## src/rtl/axis_pkg.sv

```systemverilog
// ---------------------------------------------------------------------------
// axis_pkg
// Shared types and keep-mask helpers for the AXI-Stream header inserter.
//   keep_t / cnt_t       : wide keep mask and byte count, sized for the
//                          largest supported lane count (MAX_BYTE_WD)
//   state_t              : inserter FSM states
//   keep_to_cnt()        : popcount of a keep mask
//   cnt_to_keep_msb()    : byte count -> MSB-aligned mask within 'lanes'
//   keep_is_contig_lsb() : true when an LSB-aligned keep has no holes
// ---------------------------------------------------------------------------
package axis_pkg;

    localparam int MAX_BYTE_WD = 64;
    localparam int CNT_WD      = 8;

    typedef logic [MAX_BYTE_WD-1:0] keep_t;
    typedef logic [CNT_WD-1:0]      cnt_t;

    typedef enum logic [1:0] {
        IDLE,
        STREAM,
        FLUSH
    } state_t;

    function automatic cnt_t keep_to_cnt(input keep_t keep);
        cnt_t cnt = '0;
        for (int i = 0; i < MAX_BYTE_WD; i++) begin
            cnt = cnt + cnt_t'(keep[i]);
        end
        return cnt;
    endfunction

    // Lanes [lanes-1 : lanes-cnt] set; a count above 'lanes' saturates.
    function automatic keep_t cnt_to_keep_msb(input cnt_t cnt, input cnt_t lanes);
        keep_t keep = '0;
        for (int i = 0; i < MAX_BYTE_WD; i++) begin
            keep[i] = (i < int'(lanes)) && (i >= int'(lanes) - int'(cnt));
        end
        return keep;
    endfunction

    // A contiguous LSB-aligned mask is of the form 0..01..1, so adding one
    // carries through every set bit and leaves no overlap with the original.
    function automatic logic keep_is_contig_lsb(input keep_t keep);
        return (keep & (keep + keep_t'(1))) == '0;
    endfunction

endpackage

```

## src/rtl/axis_byte_merge.sv

```systemverilog
// ---------------------------------------------------------------------------
// axis_byte_merge
// Combinational byte aligner: output = {low hdr_cnt bytes of residue,
// top DATA_BYTE_WD-hdr_cnt bytes of data}, MSB lane first.
//   hdr_cnt : number of residue bytes placed in front (0..DATA_BYTE_WD)
//   residue : carried bytes, valid in the LSB lanes
//   data    : incoming beat, MSB-aligned
//   merged  : aligned output beat
// ---------------------------------------------------------------------------
module axis_byte_merge
    import axis_pkg::*;
#(
    parameter int DATA_BYTE_WD = 4
) (
    input  cnt_t                        hdr_cnt,
    input  logic [8*DATA_BYTE_WD-1:0]   residue,
    input  logic [8*DATA_BYTE_WD-1:0]   data,
    output logic [8*DATA_BYTE_WD-1:0]   merged
);

    localparam int DATA_WD = 8 * DATA_BYTE_WD;

    // Shifting the concatenated pair right by H bytes drops the low H bytes
    // of data and pulls the low H bytes of residue into the top lanes.
    assign merged = DATA_WD'({residue, data} >> {hdr_cnt, 3'b000});

endmodule

```

## src/rtl/axis_hdr_insert_flex.sv

```systemverilog
// ---------------------------------------------------------------------------
// axis_hdr_insert_flex
// Prepends a 0..DATA_BYTE_WD byte header to each AXI-Stream packet, with a
// registered output, full back-pressure and an extra flush beat when the
// header plus the final payload bytes overflow one beat.
//   clk, rst_n                         clock, async active-low reset
//   valid_in/ready_in, data_in,
//   keep_in, last_in                   payload stream (MSB lane first)
//   valid_out/ready_out, data_out,
//   keep_out, last_out                 header+payload stream
//   valid_insert/ready_insert,
//   data_insert, keep_insert           header, one per packet, LSB lanes
//   byte_insert_cnt                    informational, ignored
//   hdr_err                            1-cycle pulse: holey keep_insert seen
// ---------------------------------------------------------------------------
module axis_hdr_insert_flex
    import axis_pkg::*;
#(
    parameter int DATA_WD      = 32,
    parameter int DATA_BYTE_WD = DATA_WD / 8,
    parameter int BYTE_CNT_WD  = $clog2(DATA_BYTE_WD)
) (
    input  logic                    clk,
    input  logic                    rst_n,

    input  logic                    valid_in,
    output logic                    ready_in,
    input  logic [DATA_WD-1:0]      data_in,
    input  logic [DATA_BYTE_WD-1:0] keep_in,
    input  logic                    last_in,

    output logic                    valid_out,
    input  logic                    ready_out,
    output logic [DATA_WD-1:0]      data_out,
    output logic [DATA_BYTE_WD-1:0] keep_out,
    output logic                    last_out,

    input  logic                    valid_insert,
    output logic                    ready_insert,
    input  logic [DATA_WD-1:0]      data_insert,
    input  logic [DATA_BYTE_WD-1:0] keep_insert,
    input  logic [BYTE_CNT_WD-1:0]  byte_insert_cnt,

    output logic                    hdr_err
);

    localparam cnt_t LANES = cnt_t'(DATA_BYTE_WD);

    state_t                  state_q, state_d;
    cnt_t                    hdr_cnt_q;
    cnt_t                    tail_cnt_q;
    logic [DATA_WD-1:0]      residue_q;

    logic                    out_ready;
    logic                    hdr_fire;
    logic                    in_fire;
    logic                    hdr_contig;
    cnt_t                    ins_cnt;
    cnt_t                    in_cnt;
    cnt_t                    sum_cnt;
    logic                    fits;
    logic [DATA_BYTE_WD-1:0] keep_sum;
    logic [DATA_BYTE_WD-1:0] keep_tail;
    logic [DATA_WD-1:0]      merge_data;
    logic [DATA_WD-1:0]      merged;
    logic                    unused_cnt;

    // keep_insert is authoritative for the header length.
    assign unused_cnt = ^byte_insert_cnt;

    assign out_ready  = !valid_out || ready_out;
    assign hdr_fire   = valid_insert && ready_insert;
    assign in_fire    = valid_in && ready_in;

    // A holey header mask is treated as "no header" rather than guessed at.
    assign hdr_contig = keep_is_contig_lsb(keep_t'(keep_insert));
    assign ins_cnt    = hdr_contig ? keep_to_cnt(keep_t'(keep_insert)) : '0;

    assign in_cnt     = keep_to_cnt(keep_t'(keep_in));
    assign sum_cnt    = hdr_cnt_q + in_cnt;
    assign fits       = (sum_cnt <= LANES);
    assign keep_sum   = DATA_BYTE_WD'(cnt_to_keep_msb(sum_cnt, LANES));
    assign keep_tail  = DATA_BYTE_WD'(cnt_to_keep_msb(tail_cnt_q, LANES));

    // The flush beat is the residue alone, so feed zeros behind it.
    assign merge_data = (state_q == FLUSH) ? '0 : data_in;

    axis_byte_merge #(
        .DATA_BYTE_WD (DATA_BYTE_WD)
    ) u_merge (
        .hdr_cnt (hdr_cnt_q),
        .residue (residue_q),
        .data    (merge_data),
        .merged  (merged)
    );

    // ------------------------------------------------------------------
    // FSM next state and handshake readies
    // ------------------------------------------------------------------
    always_comb begin
        // NOTE: every output of this block gets a default first, so no path
        // can leave one unassigned and infer a latch.
        state_d      = state_q;
        ready_insert = 1'b0;
        ready_in     = 1'b0;
        unique case (state_q)
            IDLE: begin
                ready_insert = 1'b1;
                if (valid_insert) begin
                    state_d = STREAM;
                end
            end
            STREAM: begin
                ready_in = out_ready;
                if (valid_in && out_ready && last_in) begin
                    state_d = fits ? IDLE : FLUSH;
                end
            end
            FLUSH: begin
                if (out_ready) begin
                    state_d = IDLE;
                end
            end
            default: state_d = IDLE;
        endcase
    end

    // ------------------------------------------------------------------
    // State, header length and residue
    // ------------------------------------------------------------------
    // NOTE: sequential state is written with non-blocking assignments only,
    // so every register samples pre-edge values regardless of block order.
    always_ff @(posedge clk or negedge rst_n) begin
        if (!rst_n) begin
            state_q    <= IDLE;
            hdr_cnt_q  <= '0;
            tail_cnt_q <= '0;
            residue_q  <= '0;
        end else begin
            state_q <= state_d;
            if (hdr_fire) begin
                hdr_cnt_q <= ins_cnt;
                residue_q <= data_insert;
            end else if (in_fire) begin
                // Only the low hdr_cnt_q bytes are ever consumed by the merge.
                residue_q <= data_in;
                if (last_in) begin
                    tail_cnt_q <= sum_cnt - LANES;
                end
            end
        end
    end

    // ------------------------------------------------------------------
    // Output register and error pulse
    // ------------------------------------------------------------------
    always_ff @(posedge clk or negedge rst_n) begin
        if (!rst_n) begin
            valid_out <= 1'b0;
            data_out  <= '0;
            keep_out  <= '0;
            last_out  <= 1'b0;
            hdr_err   <= 1'b0;
        end else begin
            hdr_err <= hdr_fire && !hdr_contig;
            if (out_ready) begin
                valid_out <= 1'b0;
                if (state_q == STREAM && valid_in) begin
                    valid_out <= 1'b1;
                    data_out  <= merged;
                    last_out  <= last_in && fits;
                    if (hdr_cnt_q == '0) begin
                        keep_out <= keep_in;
                    end else if (last_in && fits) begin
                        keep_out <= keep_sum;
                    end else begin
                        keep_out <= '1;
                    end
                end else if (state_q == FLUSH) begin
                    valid_out <= 1'b1;
                    data_out  <= merged;
                    keep_out  <= keep_tail;
                    last_out  <= 1'b1;
                end
            end
        end
    end

endmodule

```

## config.mk

```make
export PLATFORM = sky130hd
export DESIGN_NAME = axis_hdr_insert_flex
export DESIGN_NICKNAME = d
export VERILOG_FILES = /design/src/rtl/axis_pkg.sv /design/src/rtl/axis_byte_merge.sv /design/src/rtl/axis_hdr_insert_flex.sv
export SDC_FILE = /design/constraint.sdc
export NUM_CORES = 1
export LEC_CHECK = 0
export BUFFER_PORTS_ARGS = -buffer_cell sky130_fd_sc_hd__buf_2
export CAP_MARGIN = 20
export CORE_ASPECT_RATIO = 1.25
export CORE_UTILIZATION = 45
export DETAILED_ROUTE_END_ITERATION = 12
export GPL_TIMING_DRIVEN = 1
export PLACE_DENSITY = 0.77
export SLEW_MARGIN = 15
export SYNTH_ARGS = -nofsm -noshare
export SYNTH_HDL_FRONTEND = slang
export SYNTH_SLANG_ARGS = --single-unit
```

## constraint.sdc

```tcl
create_clock -name clk -period 2.7 [get_ports clk]
set_clock_uncertainty 0.05 [all_clocks]
set_input_delay 0.405 -clock clk [delete_from_list [all_inputs] [get_ports clk]]
set_output_delay 0.405 -clock clk [all_outputs]
set_load 0.01 [all_outputs]
```

==> impl_metrics.json <==
{
  "ys_seq_area_frac": 0.382,
  "drive_gt1_frac": 0.328,
  "max_cap_violations": 0,
  "post-route-util": 0.552,
  "avgViaCountPerCell": 5.93,
  "cpPeakStageDelay_ps": 470,
  "pin_count": 121,
  "synth_edf_count": 0,
  "numPortBuffers": 118,
  "vias": 4981,
  "cts_buffers": 9,
  "synthArstFlopShare": 1.00,
  "min_period_ps": 2870,
  "fin_setup_tns_ps": -455,
  "nets": 797,
  "dieHeight_um": 123,
  "first_global_vias": 4790,
  "pre_cts_slack_ps": -498,
  "synthCells": 576,
  "rsz0062_at_grt": "true",
  "arrival_ps": 3030,
  "status": "finished with violations",
  "rows": 44,
  "slew_violations": 0,
  "start_util": 0.459,
  "failed_checks": "setup timing",
  "fp.dieW_um": 99.1,
  "dpl.cell_count": 819,
  "clk_pin_slew_ps": 60,
  "first_pass_iters": 5,
  "worst_slack_ps": -172,
  "antenna_cells": 0,
  "htreeDepth": 3,
  "fmax_ghz": 0.348,
  "grt_max_degree": 69,
  "drc_errors": 0,
  "crit_path_start_kind": "input pin",
  "core_area_mm2": 0.0116,
  "clk_path_buf_depth": 2,
  "path_cells": "buf_6, fa_1, inv_1, fa_2, inv_2, fa_2, xor2_2, ha_2, or2_0, o221ai_2, and2_4, a31oi_2, a221o_1",
  "worstSkewPairLatency_ps": 340,
  "crit_fanout": 3,
  "tritoncts": "yes",
  "wl_per_cell_um": 18.8,
  "slew_headroom": 0.415,
  "grt_pass1_wl_um": 24500,
  "required_ps": 2860,
  "postRouteAntennaNets": 0,
  "synth_flop_cell": "dfrtp_1",
  "antenna_found_initial": 0,
  "drt_iter0_markers": 572,
  "place_area_mm2": 0.00599,
  "synth_area_mm2": 0.00531,
  "syn-num-nets": 676,
  "endpoint_kind": "register",
  "layout_commonest_cell": "buf_2",
  "whs_ps": 3.15,
  "worst_pin_slew_ps": 877,
  "worstHoldPathType": "input pin to asynchronous set/reset pin",
  "instances_no_fill": 840,
  "final_cell_mix": "buf_2, nand2_1, dfrtp_1",
  "p_total_mw": 6.29,
  "globalplace.congestion": 0.874,
  "crit_type": "input pin to register",
  "setup_viol": 5,
  "clock-root-buffer": "clkbuf_16",
  "ys_ff_latch": 81,
  "peakVddDrop_uv": 364,
  "power.leakage_nw": 2.90,
  "finalCritPeriodShare": 1.06,
  "fillers": 1055,
  "avgSynthCellArea_um2": 9.21,
  "dp_hpwl_um": 11400,
  "ys_types": 58,
  "dieArea_mm2": 0.0122,
  "hold_violations": 0,
  "yosysWarnings": 0,
  "slowest_stage": "fa_1",
  "clock-sinks": 81,
  "powerDensity_mw_per_mm2": 985,
  "wl_um": 15800,
  "syn_to_final_growth_pct": 20.2,
  "path_common_cell": "fa_2",
  "overflow": 0,
  "stdcell_area_mm2": 0.00638,
  "grtUsageTotal": 0.262
}
-- sequential cells by signal, summed over array words and instances (netlist names) --
| register | cells |
|---|---|
| data_out | 32 |
| residue_q | 32 |
| tail_cnt_q | 5 |
| keep_out | 4 |
| hdr_cnt_q | 3 |
| state_q | 2 |
| hdr_err | 1 |
| last_out | 1 |
| valid_out | 1 |
-- power by group --
group	internal (mW)	switching, mW
Combinational	1.28	1.62
Clock	0.763	0.482
Sequential	1.73	0.402
Total	3.78	2.51
-- worst paths after layout --
path / slack, ps / depth (start not counted) / start / endpoint
worst min-delay path: 3 / 1 / rst_n / data_out[9]
worst max register to register: 0 / 11 / hdr_cnt_q[0] / keep_out[0]
min in group clk: 300 / 3 / data_insert[17] / residue_q[17]
worst max-delay path: -170 / 13 / keep_in[0] / keep_out[0]
max in group asynchronous: 1870 / 2 / rst_n / data_out[2]
worst min register to register: 430 / 2 / data_out[26] / data_out[26]
-- Yosys cell counts (all sizes together), types with 2 or more instances --
library cell / instances / area share
a211oi: 9 / 0.015
a21o: 6 / 0.0085
a21oi: 15 / 0.016
a221oi: 8 / 0.013
a222oi: 8 / 0.015
a22oi: 8 / 0.011
a2bb2oi: 4 / 0.0066
a31oi: 13 / 0.015
and2b: 2 / 0.0033
buf: 25 / 0.040
clkbuf: 12 / 0.016
dfrtp: 81 / 0.38
fa: 4 / 0.015
ha: 16 / 0.038
inv: 16 / 0.011
mux2: 35 / 0.076
mux2i: 15 / 0.028
nand2: 99 / 0.071
nand2b: 4 / 0.0061
nand3: 3 / 0.0028
nand4b: 2 / 0.0033
nor2: 73 / 0.058
nor2b: 3 / 0.0035
nor3: 5 / 0.0090
nor3b: 2 / 0.0028
o21a: 10 / 0.014
o21ai: 50 / 0.047
o21bai: 2 / 0.0028
o221ai: 10 / 0.017
o22ai: 23 / 0.027
-- metal layers --
metal | track usage | up-vias | share of wire
met1 | 0.341 | 2399 | 0.41
met3 | 0.0384 | 37 | 0.066
met4 | 0.100 | 0 | 0.025
met2 | 0.442 | 230 | 0.50
li1 | - | 2315 | -
met5 | 0 | - | 0
-- layout make-up --
class / instances / area, um2 / share of cell area
inverters: 16 / 60.1 / 0.00942
multi-input cells: 442 / 2970 / 0.466
clock buffers: 11 / 253 / 0.0396
clock inverters: 5 / 53.8 / 0.00843
repair buffers: 147 / 840 / 0.132
well taps: 138 / 173 / 0.0271
flip-flops and latches: 81 / 2030 / 0.318
-- cell families after synthesis --
family | count (synthesis) | share of synthesized area
AOI/OAI and AO/OA | 172 | 0.219
muxes | 50 | 0.105
buffers and inverters | 53 | 0.0674
xor gates and xnor gates | 1 | 0.00307
DFF | 81 | 0.382
adders and majority gates | 20 | 0.0528
and+or+nand+nor | 199 | 0.171
-- repair_timing --
| item | CTS | global route |
|---|---|---|
| pin swaps | 2 | 5 |
| buffers inserted | 2 | 3 |
| gates resized for setup | 3 | 8 |
| hold buffers | 0 | 0 |
| setup endpoints to repair | 4 | 12 |
-- critical path: cells and delay by family --
| family | cells | cell delay, ps |
|---|---|---|
| buffers and inverters | 3 | 220 |
| AO/OA/AOI/OAI | 3 | 550 |
| adder cells (fa/ha/maj) | 4 | 1230 |
| AND/OR/NAND/NOR | 2 | 440 |
| XOR/XNOR | 1 | 180 |
Power figures use the tool's default switching activity.
